$ cat src/rtl/conv2d_mc_pkg.sv
// conv2d_mc_pkg: shared types and helpers for the multi-channel conv2d engine.
//   state_t      - controller FSM states
//   out_dim      - output spatial size for a given input/kernel/stride/padding
//   nchw_addr    - flat address of an NCHW tensor element
//   oihw_addr    - flat address of an OIHW weight element
//   sat_shift    - arithmetic shift, optional ReLU clamp, signed saturation
package conv2d_mc_pkg;

  typedef enum logic [2:0] {
    S_IDLE, S_BIAS, S_MAC, S_DRAIN, S_WRITE, S_FIN
  } state_t;

  // Counter width used by the address generator for every loop index.
  localparam int CNT_W = 16;

  function automatic int out_dim(int in_sz, int k, int s, int p);
    return (in_sz + 2 * p - k) / s + 1;
  endfunction

  function automatic int nchw_addr(int n, int c, int y, int x, int nc, int h, int w);
    return ((n * nc + c) * h + y) * w + x;
  endfunction

  function automatic int oihw_addr(int o, int i, int ky, int kx, int ni, int k);
    return ((o * ni + i) * k + ky) * k + kx;
  endfunction

  // Shift first, clamp negatives when relu is set, then saturate to dw bits.
  function automatic longint sat_shift(longint acc, int shift, bit relu, int dw);
    longint r;
    longint hi;
    longint lo;
    hi = (longint'(1) <<< (dw - 1)) - 1;
    lo = -(longint'(1) <<< (dw - 1));
    r  = acc >>> shift;
    if (relu && r < 0) r = 0;
    if (r > hi) r = hi;
    if (r < lo) r = lo;
    return r;
  endfunction

endpackage

$ cat src/rtl/conv2d_mc_addr_gen.sv
// conv2d_mc_addr_gen: nested loop counters and address generation.
//   Loop order (outer to inner): b, oc, oy, ox for pixels; ic, ky, kx for taps.
//   clr       - zero every counter
//   tap_step  - advance the tap counters (wrap to 0 after the last tap)
//   pix_step  - advance the pixel counters (wrap to 0 after the last pixel)
//   in_addr/w_addr/b_addr/out_addr - addresses for the current tap/pixel
//   tap_valid - current tap lies inside the input (not padding)
//   last_tap/last_pixel - current tap/pixel is the final one
module conv2d_mc_addr_gen
  import conv2d_mc_pkg::*;
#(
  parameter int BATCH_SIZE   = 1,
  parameter int IN_CHANNELS  = 2,
  parameter int OUT_CHANNELS = 2,
  parameter int IN_HEIGHT    = 4,
  parameter int IN_WIDTH     = 4,
  parameter int KERNEL_SIZE  = 2,
  parameter int STRIDE       = 2,
  parameter int PADDING      = 0,
  parameter int ADDR_WIDTH   = 16
) (
  input  logic                  clk,
  input  logic                  rst,
  input  logic                  clr,
  input  logic                  tap_step,
  input  logic                  pix_step,
  output logic [ADDR_WIDTH-1:0] in_addr,
  output logic [ADDR_WIDTH-1:0] w_addr,
  output logic [ADDR_WIDTH-1:0] b_addr,
  output logic [ADDR_WIDTH-1:0] out_addr,
  output logic                  tap_valid,
  output logic                  last_tap,
  output logic                  last_pixel
);

  localparam int OUT_H = out_dim(IN_HEIGHT, KERNEL_SIZE, STRIDE, PADDING);
  localparam int OUT_W = out_dim(IN_WIDTH, KERNEL_SIZE, STRIDE, PADDING);

  logic [CNT_W-1:0] b, oc, oy, ox, ic, ky, kx;
  logic l_b, l_oc, l_oy, l_ox, l_ic, l_ky, l_kx;
  int   iy, ix;

  assign l_kx = (kx == CNT_W'(KERNEL_SIZE - 1));
  assign l_ky = (ky == CNT_W'(KERNEL_SIZE - 1));
  assign l_ic = (ic == CNT_W'(IN_CHANNELS - 1));
  assign l_ox = (ox == CNT_W'(OUT_W - 1));
  assign l_oy = (oy == CNT_W'(OUT_H - 1));
  assign l_oc = (oc == CNT_W'(OUT_CHANNELS - 1));
  assign l_b  = (b  == CNT_W'(BATCH_SIZE - 1));

  assign last_tap   = l_kx & l_ky & l_ic;
  assign last_pixel = l_ox & l_oy & l_oc & l_b;

  always_comb begin
    iy        = int'(oy) * STRIDE + int'(ky) - PADDING;
    ix        = int'(ox) * STRIDE + int'(kx) - PADDING;
    tap_valid = (iy >= 0) && (iy < IN_HEIGHT) && (ix >= 0) && (ix < IN_WIDTH);
    // A padded tap yields a meaningless address; it is never enabled.
    in_addr   = ADDR_WIDTH'(nchw_addr(int'(b), int'(ic), iy, ix, IN_CHANNELS, IN_HEIGHT, IN_WIDTH));
    w_addr    = ADDR_WIDTH'(oihw_addr(int'(oc), int'(ic), int'(ky), int'(kx), IN_CHANNELS, KERNEL_SIZE));
    b_addr    = ADDR_WIDTH'(oc);
    out_addr  = ADDR_WIDTH'(nchw_addr(int'(b), int'(oc), int'(oy), int'(ox), OUT_CHANNELS, OUT_H, OUT_W));
  end

  always_ff @(posedge clk or posedge rst) begin
    if (rst) begin
      {b, oc, oy, ox, ic, ky, kx} <= '0;
    end else if (clr) begin
      {b, oc, oy, ox, ic, ky, kx} <= '0;
    end else begin
      if (tap_step) begin
        kx <= l_kx ? '0 : kx + CNT_W'(1);
        if (l_kx) begin
          ky <= l_ky ? '0 : ky + CNT_W'(1);
          if (l_ky) ic <= l_ic ? '0 : ic + CNT_W'(1);
        end
      end
      if (pix_step) begin
        ox <= l_ox ? '0 : ox + CNT_W'(1);
        if (l_ox) begin
          oy <= l_oy ? '0 : oy + CNT_W'(1);
          if (l_oy) begin
            oc <= l_oc ? '0 : oc + CNT_W'(1);
            if (l_oc) b <= l_b ? '0 : b + CNT_W'(1);
          end
        end
      end
    end
  end

endmodule

$ cat src/rtl/conv2d_mc_engine.sv
// conv2d_mc_engine: batched multi-output-channel 2-D convolution.
//   Per output pixel: BIAS (bias read), MAC (one tap per cycle), DRAIN (last
//   product lands), WRITE (one output word). NTAP+3 cycles per pixel, plus
//   one FIN cycle per run carrying done.
//   Ports: clk, rst (async, active-high), start, busy, done;
//          input_*/weight_*/bias_* synchronous read ports (data one cycle after en);
//          output_addr/output_data/output_en/output_we/valid write port.
//   Build option: define CONV2D_MC_RELU_EN to clamp negative results to 0.
module conv2d_mc_engine
  import conv2d_mc_pkg::*;
#(
  parameter int BATCH_SIZE   = 1,
  parameter int IN_CHANNELS  = 2,
  parameter int OUT_CHANNELS = 2,
  parameter int IN_HEIGHT    = 4,
  parameter int IN_WIDTH     = 4,
  parameter int KERNEL_SIZE  = 2,
  parameter int STRIDE       = 2,
  parameter int PADDING      = 0,
  parameter int DATA_WIDTH   = 8,
  parameter int ACC_WIDTH    = 24,
  parameter int OUT_SHIFT    = 0,
  parameter int ADDR_WIDTH   = 16
) (
  input  logic                  clk,
  input  logic                  rst,
  input  logic                  start,
  output logic                  busy,
  output logic                  done,
  output logic [ADDR_WIDTH-1:0] input_addr,
  output logic                  input_en,
  input  logic [DATA_WIDTH-1:0] input_data,
  output logic [ADDR_WIDTH-1:0] weight_addr,
  output logic                  weight_en,
  input  logic [DATA_WIDTH-1:0] weight_data,
  output logic [ADDR_WIDTH-1:0] bias_addr,
  output logic                  bias_en,
  input  logic [DATA_WIDTH-1:0] bias_data,
  output logic [ADDR_WIDTH-1:0] output_addr,
  output logic [DATA_WIDTH-1:0] output_data,
  output logic                  output_en,
  output logic                  output_we,
  output logic                  valid
);

`ifdef CONV2D_MC_RELU_EN
  localparam bit RELU = 1'b1;
`else
  localparam bit RELU = 1'b0;
`endif

  state_t state, nstate;

  logic [ADDR_WIDTH-1:0] ag_in, ag_w, ag_b, ag_out;
  logic [ADDR_WIDTH-1:0] in_q, w_q, b_q, out_q;
  logic tap_valid, last_tap, last_pixel;
  logic iss_in, iss_w, iss_b, iss_o;
  logic tap_step, pix_step, clr;

  // Operand pipeline: flags describing what the read ports return this cycle.
  logic first_q;   // bias word is on bias_data
  logic op_ok_q;   // input_data holds a real (non-pad) activation

  logic signed [ACC_WIDTH-1:0]    acc;
  logic signed [2*DATA_WIDTH-1:0] prod;
  logic [DATA_WIDTH-1:0]          op;
  logic [DATA_WIDTH-1:0]          result;

  conv2d_mc_addr_gen #(
    .BATCH_SIZE  (BATCH_SIZE),
    .IN_CHANNELS (IN_CHANNELS),
    .OUT_CHANNELS(OUT_CHANNELS),
    .IN_HEIGHT   (IN_HEIGHT),
    .IN_WIDTH    (IN_WIDTH),
    .KERNEL_SIZE (KERNEL_SIZE),
    .STRIDE      (STRIDE),
    .PADDING     (PADDING),
    .ADDR_WIDTH  (ADDR_WIDTH)
  ) u_ag (
    .clk       (clk),
    .rst       (rst),
    .clr       (clr),
    .tap_step  (tap_step),
    .pix_step  (pix_step),
    .in_addr   (ag_in),
    .w_addr    (ag_w),
    .b_addr    (ag_b),
    .out_addr  (ag_out),
    .tap_valid (tap_valid),
    .last_tap  (last_tap),
    .last_pixel(last_pixel)
  );

  always_ff @(posedge clk or posedge rst) begin
    if (rst) state <= S_IDLE;
    else     state <= nstate;
  end

  always_comb begin
    nstate   = state;
    iss_in   = 1'b0;
    iss_w    = 1'b0;
    iss_b    = 1'b0;
    iss_o    = 1'b0;
    tap_step = 1'b0;
    pix_step = 1'b0;
    clr      = 1'b0;
    done     = 1'b0;
    busy     = (state != S_IDLE);
    case (state)
      S_IDLE: begin
        if (start) begin
          nstate = S_BIAS;
          clr    = 1'b1;
        end
      end
      S_BIAS: begin
        iss_b  = 1'b1;
        nstate = S_MAC;
      end
      S_MAC: begin
        iss_in   = tap_valid;
        iss_w    = 1'b1;
        tap_step = 1'b1;
        if (last_tap) nstate = S_DRAIN;
      end
      S_DRAIN: nstate = S_WRITE;
      S_WRITE: begin
        iss_o    = 1'b1;
        pix_step = 1'b1;
        nstate   = last_pixel ? S_FIN : S_BIAS;
      end
      S_FIN: begin
        done   = 1'b1;
        nstate = S_IDLE;
      end
      default: nstate = S_IDLE;
    endcase
  end

  // Addresses show the live value while enabled and hold it afterwards.
  assign input_en    = iss_in;
  assign weight_en   = iss_w;
  assign bias_en     = iss_b;
  assign output_en   = iss_o;
  assign output_we   = iss_o;
  assign valid       = iss_o;
  assign input_addr  = iss_in ? ag_in  : in_q;
  assign weight_addr = iss_w  ? ag_w   : w_q;
  assign bias_addr   = iss_b  ? ag_b   : b_q;
  assign output_addr = iss_o  ? ag_out : out_q;
  assign output_data = iss_o  ? result : '0;

  always_ff @(posedge clk or posedge rst) begin
    if (rst) begin
      in_q  <= '0;
      w_q   <= '0;
      b_q   <= '0;
      out_q <= '0;
    end else begin
      if (iss_in) in_q  <= ag_in;
      if (iss_w)  w_q   <= ag_w;
      if (iss_b)  b_q   <= ag_b;
      if (iss_o)  out_q <= ag_out;
    end
  end

  assign op     = op_ok_q ? input_data : '0;
  assign prod   = $signed(op) * $signed(weight_data);
  assign result = DATA_WIDTH'(sat_shift(longint'(acc), OUT_SHIFT, RELU, DATA_WIDTH));

  always_ff @(posedge clk or posedge rst) begin
    if (rst) begin
      first_q <= 1'b0;
      op_ok_q <= 1'b0;
      acc     <= '0;
    end else begin
      first_q <= (state == S_BIAS);
      op_ok_q <= iss_in;
      if (state == S_MAC && first_q)
        acc <= {{(ACC_WIDTH-DATA_WIDTH){bias_data[DATA_WIDTH-1]}}, bias_data};
      else if (state == S_MAC || state == S_DRAIN)
        acc <= acc + {{(ACC_WIDTH-2*DATA_WIDTH){prod[2*DATA_WIDTH-1]}}, prod};
    end
  end

endmodule

$ cat config.mk
export PLATFORM = sky130hd
export DESIGN_NAME = conv2d_mc_engine
export DESIGN_NICKNAME = d
export VERILOG_FILES = /design/src/rtl/conv2d_mc_pkg.sv /design/src/rtl/conv2d_mc_addr_gen.sv /design/src/rtl/conv2d_mc_engine.sv
export SDC_FILE = /design/constraint.sdc
export NUM_CORES = 1
export LEC_CHECK = 0
export ABC_AREA = 1
export CAP_MARGIN = 15
export CORE_MARGIN = 2
export CORE_UTILIZATION = 55
export DETAILED_ROUTE_END_ITERATION = 16
export DONT_BUFFER_PORTS = 1
export PLACE_DENSITY = 0.76
export SLEW_MARGIN = 20
export SYNTH_ARGS = -nofsm -noshare
export SYNTH_HDL_FRONTEND = slang
export SYNTH_SLANG_ARGS = --single-unit
$ cat constraint.sdc
create_clock -name clk -period 20.5 [get_ports clk]
set_input_delay 3.075 -clock clk [delete_from_list [all_inputs] [get_ports clk]]
set_output_delay 3.075 -clock clk [all_outputs]
set_load 0.01 [all_outputs]
==> impl_metrics.csv <==
group,metric,value,unit
status,status,"finished, final reports clean",
routing,wire_per_inst,17.48,um
routing,drc,0,
logic_synthesis,avgSynthCellArea,7.102,um^2
sta,hold_violations,0,
sta,finalCritPeriodShare,42.57,%
place,placed_area,21200,um^2
clocking,post_cts_buffers,0,
worst_hold_path,hp-class,"reg2reg",
sta,finalSetupViolations,0,
floorplanning,start_util,55.35,%
clocking,clk_pin_slew,0.06,ns
place,port_buffers,0,
clocking,cts_buffers,26,
routing,via_per_inst,5.718,
routing,drt_wl_total,60.17,mm
logic_synthesis,postSynthCellCount,2915,
sta,post-route-min-period,8.726,ns
global_routing,antenna_found_initial,0,
sta,fin_setup_tns,0,ns
clocking,postCtsResizedCells,0,
flow_run,drv_cap,0,
logic_synthesis,synth_area_leader_cell,"dfrtp_1",
clocking,cts.sinks,205,
sta,max_freq,114.6,MHz
final_layout,n_antenna_cell,0,
logic_synthesis,ys.flop_type,"dfrtp_1",
routing,first_iter_violations,1286,
global_routing,first_global_vias,19264,
logic_synthesis,ys_seq_area_share,24.78,%
floorplanning,io-pin-count,107,
global_routing,track_usage,31.10,%
clocking,ctsHtreeMaxLevel,1,
sta,drv_slew,0,
clocking,hold_buffers,0,
critical_path,end_kind,"register",
routing,firstDrtPassIters,6,
global_routing,grt_pass1_wl,97.67,mm
logic_synthesis,ys_ff_latch,205,
place,dp_hpwl,48.23,mm
clocking,clock_latency,0.59,ns
logic_synthesis,synth_fa_ha_area_share,19.11,%
clocking,cts_tree,"yes",
logic_synthesis,synthSimpleGateAreaFrac,27.17,%
routing,via_count,19681,
final_layout,layout_common_cells,"nand2_1, inv_1, nor2_1",
routing,postRouteAntennaNets,0,
sta,rsz0062_at_grt,"false",
logic_synthesis,yosys-top-cells-area,"dfrtp_1, ha_1, nand2_1",
final_layout,area.growth.synth_to_final,6.842,%
final_layout,multi_input_area,13600,um^2
critical_path,worst_setup_path_start_kind,"input pin",
global_routing,grt_max_degree,81,
clocking,cts-root-buf,"clkbuf_16",
logic_synthesis,synth_xor_area_share,5.663,%
critical_path,worstPathRequired,20.98,ns
logic_synthesis,synthArstFlopShare,100.0,%
sta,worstMarginPinSlew,1.041,ns
critical_path,path_max_fanout,10,
sta,fin_skew,0.03385,ns
floorplanning,chipHeight,198.0,um
critical_path,path_class,"in2reg",
logic_synthesis,yosys_warnings,0,
logic_synthesis,synth_edf_count,0,
sta,slew_headroom,30.38,%
final_layout,design_area,22120,um^2
global_routing,grt_overflow,0,
final_layout,final_common_cell,"nand2_1",
logic_synthesis,yosysUniqueCellTypes,61,
floorplanning,core,37400,um^2
logic_synthesis,synth_top_family_by_area,"simple AND/OR/NAND/NOR gates",
logic_synthesis,synth_nets,3218,
final_layout,final_nets,3215,
logic_synthesis,synth_top_area_share,24.78,%
floorplanning,rows,71,
floorplanning,die_area,39210,um^2
final_layout,nFillCells,3537,
logic_synthesis,synth_compound_area_share,13.71,%
clocking,clock_path_buffers,3,
floorplanning,die_x,198.0,um
logic_synthesis,syn_area,20700,um^2
place,gp_congestion,0.9524,
logic_synthesis,muxShareOfSynthArea,0,%
final_layout,drive_gt1_share,3.446,%
critical_path,critPathArrivalTime,9.20,ns
final_layout,regArea,5130,um^2
## worst max-delay path, cell delays in order
cell	delay [ns]
nand2_1	0.23
nor2_1	0.15
fa_1	0.64
inv_1	0.16
fa_1	0.56
inv_1	0.05
fa_1	0.53
inv_1	0.06
fa_1	0.55
inv_1	0.05
ha_1	0.36
nand2_1	0.07
nor3_1	0.20
nand3_1	0.12
nand3_1	0.13
inv_1	0.05
nand2_1	0.07
nand2_1	0.28
ha_1	0.48
nand2_1	0.13
nor4_1	0.44
nand3b_1	0.17
nand3_1	0.14
a21o_1	0.15
inv_1	0.04
nand2_1	0.05
nand3_1	0.06
a21oi_1	0.18
## flip-flops by register name, indices dropped and copies added (netlist names)
name / cells
acc: 24
b_q: 16
first_q: 1
in_q: 16
op_ok_q: 1
out_q: 16
state: 3
u_ag.b: 16
u_ag.b_addr: 16
u_ag.ic: 16
u_ag.kx: 16
u_ag.ky: 16
u_ag.ox: 16
u_ag.oy: 16
w_q: 16
## per-stage QoR
step                      util (%)  hold slack [ns]  instances  worst slack, ns
after floorplan                  -           0.4809       2915            11.83
after global placement       56.68           0.4948       3395            11.54
after detailed placement     56.68           0.4991       3395            11.36
after CTS                    59.14           0.5119       3442            11.87
after global routing         59.14           0.5392       3442            11.36
final                        59.14           0.5096       3442            11.77
## cell type report
type                            instances  area share (%)
Sequential cell                       205           23.19
Clock buffer                           38           3.462
Tap cell                              511           2.891
Multi-Input combinational cell       2202           61.48
Clock inverter                          9          0.6958
Timing Repair Buffer                    7          0.2376
Inverter                              470           8.044
## logic make-up after synthesis
group / Yosys count
simple gates: 1292
buf+inv: 508
compound gates: 501
fa+ha+maj: 276
flops: 205
xor+xnor: 133
## synthesized netlist by cell type (6+ instances only)
master / number
a211oi_1: 9
a21boi_0: 6
a21o_1: 11
a21oi_1: 220
a22oi_1: 18
a31oi_1: 30
buf_4: 6
clkbuf_1: 22
dfrtp_1: 205
fa_1: 67
ha_1: 209
inv_1: 458
inv_2: 8
nand2_1: 624
nand3_1: 178
nand3b_1: 16
nand4_1: 62
nor2_1: 261
nor3_1: 79
nor4_1: 25
o2111ai_1: 8
o211ai_1: 7
o21ai_0: 135
o21ai_1: 9
o21ai_2: 6
o21bai_1: 9
o22ai_1: 12
o31ai_1: 6
or2_2: 14
xnor2_1: 48
xor2_1: 84
## worst paths after layout
path	startpoint	to	slack, ns	cells after the start
setup / recovery	input_data[7]	acc[23]$_DFFE_PP0P_	11.77	28
min in group asynchronous	rst	in_q[6]$_DFF_PP0_	2.40	1
hold / removal	in_q[0]$_DFF_PP0_	in_q[0]$_DFF_PP0_	0.51	2
setup reg to reg	op_ok_q$_DFF_PP0_	acc[23]$_DFFE_PP0P_	13.79	28
hold reg to reg	in_q[0]$_DFF_PP0_	in_q[0]$_DFF_PP0_	0.51	2
max in group asynchronous	rst	u_ag.b[8]$_DFFE_PP0P_	16.04	3
## routing by layer
| layer | routed length, um | vias up | track usage [%] |
|---|---|---|---|
| met1 | 25900 | 9231 | 39.64 |
| met5 | 0 | - | 0 |
| li1 | - | 9649 | - |
| met3 | 3204 | 140 | 3.441 |
| met2 | 28620 | 661 | 54.11 |
| met4 | 2453 | 0 | 12.09 |
Power is not shown: default switching activity piles up to over one toggle a cycle in this logic, so the estimate is an artifact.
